--- config.mk ---
export PLATFORM = sky130hd
export DESIGN_NAME = mem_dump_ctrl
export DESIGN_NICKNAME = d
export VERILOG_FILES = /design/src/rtl/mem_dump_ctrl_pkg.sv /design/src/rtl/mem_dump_ctrl.sv
export SDC_FILE = /design/constraint.sdc
export NUM_CORES = 1
export LEC_CHECK = 0
export ABC_AREA = 1
export CORE_ASPECT_RATIO = 0.8
export CORE_MARGIN = 5
export CORE_UTILIZATION = 38
export CTS_BUF_LIST = sky130_fd_sc_hd__clkbuf_2 sky130_fd_sc_hd__clkbuf_4 sky130_fd_sc_hd__clkbuf_8
export DETAILED_ROUTE_END_ITERATION = 10
export PLACE_DENSITY = 0.95
export SKIP_LAST_GASP = 1
export SYNTH_ARGS = -nofsm -noshare
export SYNTH_HDL_FRONTEND = slang
export SYNTH_SLANG_ARGS = --single-unit
export TNS_END_PERCENT = 50
--- constraint.sdc ---
create_clock -name clk -period 2.8 [get_ports clk]
set_input_delay 0.42 -clock clk [delete_from_list [all_inputs] [get_ports clk]]
set_output_delay 0.42 -clock clk [all_outputs]
set_load 0.02 [all_outputs]
--- src/rtl/mem_dump_ctrl_pkg.sv ---
// -----------------------------------------------------------------------------
// mem_dump_ctrl_pkg
//   Shared definitions for the RAM data-port arbiter / memory dump sequencer:
//   sequencer state encoding and default trigger address / dump length.
// -----------------------------------------------------------------------------
package mem_dump_ctrl_pkg;

  // CPU store address that requests the end-of-run dump instead of a write.
  localparam logic [31:0] FINISH_ADDR_DEFAULT = 32'hDEAD10CC;

  // Number of 32-bit words streamed out, starting at word 0.
  localparam int unsigned DUMP_WORDS_DEFAULT = 4096;

  typedef enum logic [2:0] {
    ST_RUN     = 3'd0,
    ST_FLUSH   = 3'd1,
    ST_READ    = 3'd2,
    ST_CAPTURE = 3'd3,
    ST_PRESENT = 3'd4,
    ST_DONE    = 3'd5
  } dump_state_e;

endpackage

--- src/rtl/mem_dump_ctrl.sv ---
// -----------------------------------------------------------------------------
// mem_dump_ctrl
//   Owns the data port of the dual-port RAM. While running, CPU data-bus
//   accesses pass straight through. A CPU store to FINISH_ADDR or a dump_req
//   pulse holds the CPU, then walks DUMP_WORDS words from address 0 and streams
//   them out over a valid/ready port (one word per 3 cycles at full rate).
//
// Ports
//   clk, reset          clock, synchronous active-high reset
//   cpu_addr/wdata/     CPU data bus (byte address, store data, byte mask,
//   wmask/we            store strobe)
//   cpu_rdata           load data to CPU, always ram_rdata
//   cpu_hold            1 while the CPU must be held in reset
//   ram_addr/wdata/     RAM data port (word address, write data, byte mask,
//   wmask/we            write enable)
//   ram_rdata           RAM read data, valid one cycle after ram_addr
//   dump_req            external dump trigger (sampled only while running)
//   dump_valid/ready    dump stream handshake
//   dump_addr/data      byte address and contents of the presented word
//   done                all words accepted; held until reset
// -----------------------------------------------------------------------------
module mem_dump_ctrl
  import mem_dump_ctrl_pkg::*;
#(
  parameter logic [31:0] FINISH_ADDR = FINISH_ADDR_DEFAULT,
  parameter int unsigned DUMP_WORDS  = DUMP_WORDS_DEFAULT,
  parameter int unsigned AW          = 12
) (
  input  logic          clk,
  input  logic          reset,
  input  logic [31:0]   cpu_addr,
  input  logic [31:0]   cpu_wdata,
  input  logic [3:0]    cpu_wmask,
  input  logic          cpu_we,
  output logic [31:0]   cpu_rdata,
  output logic          cpu_hold,
  output logic [AW-1:0] ram_addr,
  output logic [31:0]   ram_wdata,
  output logic [3:0]    ram_wmask,
  output logic          ram_we,
  input  logic [31:0]   ram_rdata,
  input  logic          dump_req,
  output logic          dump_valid,
  input  logic          dump_ready,
  output logic [31:0]   dump_addr,
  output logic [31:0]   dump_data,
  output logic          done
);

  dump_state_e   state, state_nxt;
  logic [AW-1:0] ptr;
  logic          finish_hit;
  logic          last_word;
  logic          handshake;

  assign finish_hit = (cpu_addr == FINISH_ADDR);
  assign last_word  = (ptr == AW'(DUMP_WORDS - 1));
  assign handshake  = dump_valid && dump_ready;

  // Load data and write payload always pass through; only ram_we is gated.
  assign cpu_rdata = ram_rdata;
  assign ram_wdata = cpu_wdata;
  assign ram_wmask = cpu_wmask;

  always_ff @(posedge clk) begin
    if (reset) state <= ST_RUN;
    else       state <= state_nxt;
  end

  always_comb begin
    state_nxt = state;
    ram_addr  = ptr;
    ram_we    = 1'b0;
    cpu_hold  = 1'b1;
    done      = 1'b0;
    case (state)
      ST_RUN: begin
        cpu_hold = 1'b0;
        ram_addr = cpu_addr[AW+1:2];
        // The finishing store is a trigger, never a RAM write.
        ram_we   = cpu_we && !finish_hit;
        if ((cpu_we && finish_hit) || dump_req) state_nxt = ST_FLUSH;
      end
      ST_FLUSH:   state_nxt = ST_READ;
      ST_READ:    state_nxt = ST_CAPTURE;
      ST_CAPTURE: state_nxt = ST_PRESENT;
      ST_PRESENT: begin
        if (handshake) state_nxt = last_word ? ST_DONE : ST_READ;
      end
      ST_DONE:    done = 1'b1;
      default:    state_nxt = ST_RUN;
    endcase
  end

  always_ff @(posedge clk) begin
    if (reset) begin
      ptr        <= '0;
      dump_valid <= 1'b0;
      dump_data  <= '0;
      dump_addr  <= '0;
    end else begin
      case (state)
        ST_FLUSH: ptr <= '0;
        // ram_addr was ptr in READ, so ram_rdata now holds word ptr.
        ST_CAPTURE: begin
          dump_data  <= ram_rdata;
          dump_addr  <= 32'(ptr) << 2;
          dump_valid <= 1'b1;
        end
        ST_PRESENT: begin
          if (handshake) begin
            dump_valid <= 1'b0;
            // ptr stops at the last word; it never wraps.
            if (!last_word) ptr <= ptr + AW'(1);
          end
        end
        default: ;
      endcase
    end
  end

endmodule

==> flow_metrics.tcl <==
set metrics [dict create \
    rsz0062_at_grt "no" \
    grt_use_met3_pct 8.76 \
    outcome "finished, final reports clean" \
    slew_headroom_pct 56.9 \
    synth_edf_count 0 \
    port-buffer-count 160 \
    hold_viol 0 \
    grtUsageTotal_pct 17.3 \
    internal_power_w 0.00176 \
    cts.reportedPaths.clkPinSlew_ps 70 \
    pwr-share-comb_pct 24.8 \
    critical-path-top-delay-family "buffers and inverters" \
    grt_max_degree 38 \
    dpl.hpwl_um 7560 \
    r2r_start "state[1]" \
    hold_depth 2 \
    globalRouteOverflowTotal 0 \
    worst_pin_slew_ps 645 \
    worstPathMaxFanout 15 \
    cp_num_buf_inv 3 \
    peakVddDrop_mv 0.340 \
    p_per_area_mw_per_mm2 524 \
    maxSlewViolCount 0 \
    vias_per_cell 4.74 \
    drt_first_pass_iters 6 \
    setup_viol 0 \
    clkPwrFrac_pct 38.3 \
    num_vias 3254 \
    synth_area_per_cell_um2 6.93 \
    synthTopCellsByArea "dfxtp_1 (36%), buf_4 (20%), nor2_1 (11%)" \
    top_usage_layer "met2" \
    die-area_mm2 0.0108 \
    totalWireLength_um 9770 \
    path_class "reg -> out" \
    cts_made_buffers 9 \
    rows 30 \
    cts_tree "built" \
    hold_end "ptr[11]" \
    synth_common_cells "nor2_1 (98), buf_4 (88), nand2_1 (62)" \
    synthFlopType "dfxtp_1" \
    max_freq_mhz 383 \
    synth_warnings 0 \
    fin_tns_setup_ps 0 \
    h-tree-depth 3 \
    fin_util_pct 55.0 \
    max_stage_delay_ps 660 \
    seqPwrFrac_pct 36.9 \
    cp-start-kind "register" \
    max_cap_viol_count 0 \
    postSynthRegisterBits 60 \
    die_h_um 93.8 \
    r2r_slack_ps 1080 \
    syn_inst 481 \
    synth.most_common_cell "nor2_1" \
    ys_types 27 \
    arrival_ps 2190 \
    min_period_ps 2610 \
    synth_top_area_share_pct 36.0 \
    clock-sinks 60 \
    num-nets-final 676 \
    yosysSeqAreaShare_pct 36.0 \
    clockBufferDepth 2 \
    clock_latency_ps 320 \
    drive_above_1_share_pct 6.09 \
    wl_per_cell_um 14.2 \
    core-area_mm2 0.00852 \
    syn2layout_area_growth_pct 40.6 \
    die_w_um 115 \
    synthesis.area_mm2 0.00334 \
    grt_pass1_vias 3223 \
    cp_cell_sequence "inv_1 -> nand2_2 -> buf_4 -> nand2_1 -> o21ai_0 -> clkdlybuf4s50_1" \
    start_util_pct 39.1 \
    cts_root_buffer "clkbuf_8" \
    yosys.area.top_type "dfxtp_1" \
    use_met1_pct 18.3 \
    drtAntennaViolNets 0 \
    routabilityCongestion 0.880 \
    period_share_pct 93.3 \
    min_from "ptr[11]" \
    use_met2_pct 28.8 \
    antenna_cells 0 \
    worst_hold_path_type "reg -> reg" \
    remaining_drc_errors 0 \
    fill_cells 768 \
    r2r-end "dump_addr[3]" \
    p_sw_w 0.000698 \
    crit_slowest_cell "clkdlybuf4s50_1" \
    r2r_cells 5 \
    async_reset_ff_share_pct 0 \
    critPathRequiredTime_ps 2380 \
    swShare_pct 28.4 \
    post_cts_buffers 0 \
    grt_pass1_wl_um 14900 \
    finClkSkew_ps 6.09 \
    top_level_ports 253 \
    drtIter0Drc 186 \
    p_leak_nw 1.95 \
    crit_path_end_kind "output port" \
    antenna_found_initial 0 \
]
per-layer routing:
| layer | wire length [um] | vias up |
|---|---|---|
| li1 | - | 1576 |
| met1 | 3770 | 1486 |
| met2 | 4750 | 164 |
| met3 | 1040 | 28 |
| met4 | 207 | 0 |
| met5 | 0 | - |
power by group through the flow:
stage,Combinational (W),Sequential (W),Clock (W)
2_1_floorplan,0.000383,0.000962,0
3_3_place_gp,0.000595,0.000925,0
3_5_place_dp,0.000606,0.000926,0
4_1_cts,0.000609,0.000907,0.000965
5_1_grt,0.000651,0.000911,0.00100
6_report,0.000609,0.000908,0.000940
per-stage QoR:
step                cell area, um2  instances  power, W  hold slack, ps  setup slack (ps)
CTS                           4690        687   0.00248             476              99.1
finish                        4690        687   0.00246             480               188
global route                  4690        687   0.00257             512              93.3
detailed placement            4450        671   0.00153             465               411
global placement              4450        671   0.00152             465               489
floorplan                     3410        500   0.00134             449               942
area by class of cell:
class,instances,area (um2),share of cell area (%)
timing repair buffer,163,1620,34.6
multi-input combinational,295,1330,28.4
sequential,60,1200,25.6
inverter,41,154,3.28
tap,112,140,2.99
clock buffer,9,124,2.64
clock inverter,7,115,2.45
what timing repair did:
action | in CTS | in global routing
hold buffers | 0 | 0
setup endpoints to repair | 0 | 1
endpoints found under the hold margin | 0 | 0
resized for setup | 0 | 1
how the worst max path moves through the flow:
stage	endpoint	from	slack [ps]	depth (start not counted)
6_report	ram_addr[7]	state[2]	190	6
5_1_grt	ram_addr[7]	state[1]	90	5
4_1_cts	ram_addr[7]	state[2]	100	6
3_5_place_dp	ram_we	cpu_addr[2]	410	7
3_3_place_gp	ram_we	cpu_addr[14]	490	8
2_1_floorplan	ram_addr[2]	state[1]	940	4
tightest hold or removal path, cell delays in order (launching register included):
cell	delay, ps
dfxtp_1	320
nand2_1	60
a21oi_1	50
logic make-up (layout without fill, tap and decap cells):
logic type,Yosys count,after routing,synth area share (%)
simple gates,188,188,23.5
compound gates,82,82,12.4
flops,60,60,36.0
other cells,1,20,0.112
buf+inv,145,220,26.4
fa+ha+maj,1,1,0.375
xor+xnor,2,2,0.525
mux,2,2,0.675
sequential cells by signal (all words and copies together), names as in the netlist:
register,flops
ptr,12
dump_valid,1
state,3
dump_data,32
dump_addr,12
cells in the final DEF, fill, tap and decap left out:
| cell type | instances |
|---|---|
| clkdlybuf4s50_1 | 160 |
| nor2_1 | 98 |
| nand2_1 | 61 |
| dfxtp_1 | 60 |
| o21ai_0 | 59 |
| inv_1 | 37 |
| a21oi_1 | 21 |
| conb_1 | 20 |
| nand3_1 | 9 |
| clkbuf_8 | 9 |
| nor3_1 | 7 |
| inv_2 | 4 |
| nand2_2 | 3 |
| bufinv_16 | 3 |
| buf_4 | 3 |
| nor2_2 | 2 |
| mux2_2 | 2 |
| nor2_4 | 2 |
| xor2_1 | 2 |
| clkinvlp_4 | 2 |
| clkinv_2 | 2 |
| nor3_2 | 1 |
| nand3_4 | 1 |
| nand2_4 | 1 |
| nor3b_1 | 1 |
| o21ai_1 | 1 |
| o211ai_1 | 1 |
| nand4_1 | 1 |
| nand3b_1 | 1 |
| ha_1 | 1 |
Power figures use the tool's default switching activity.
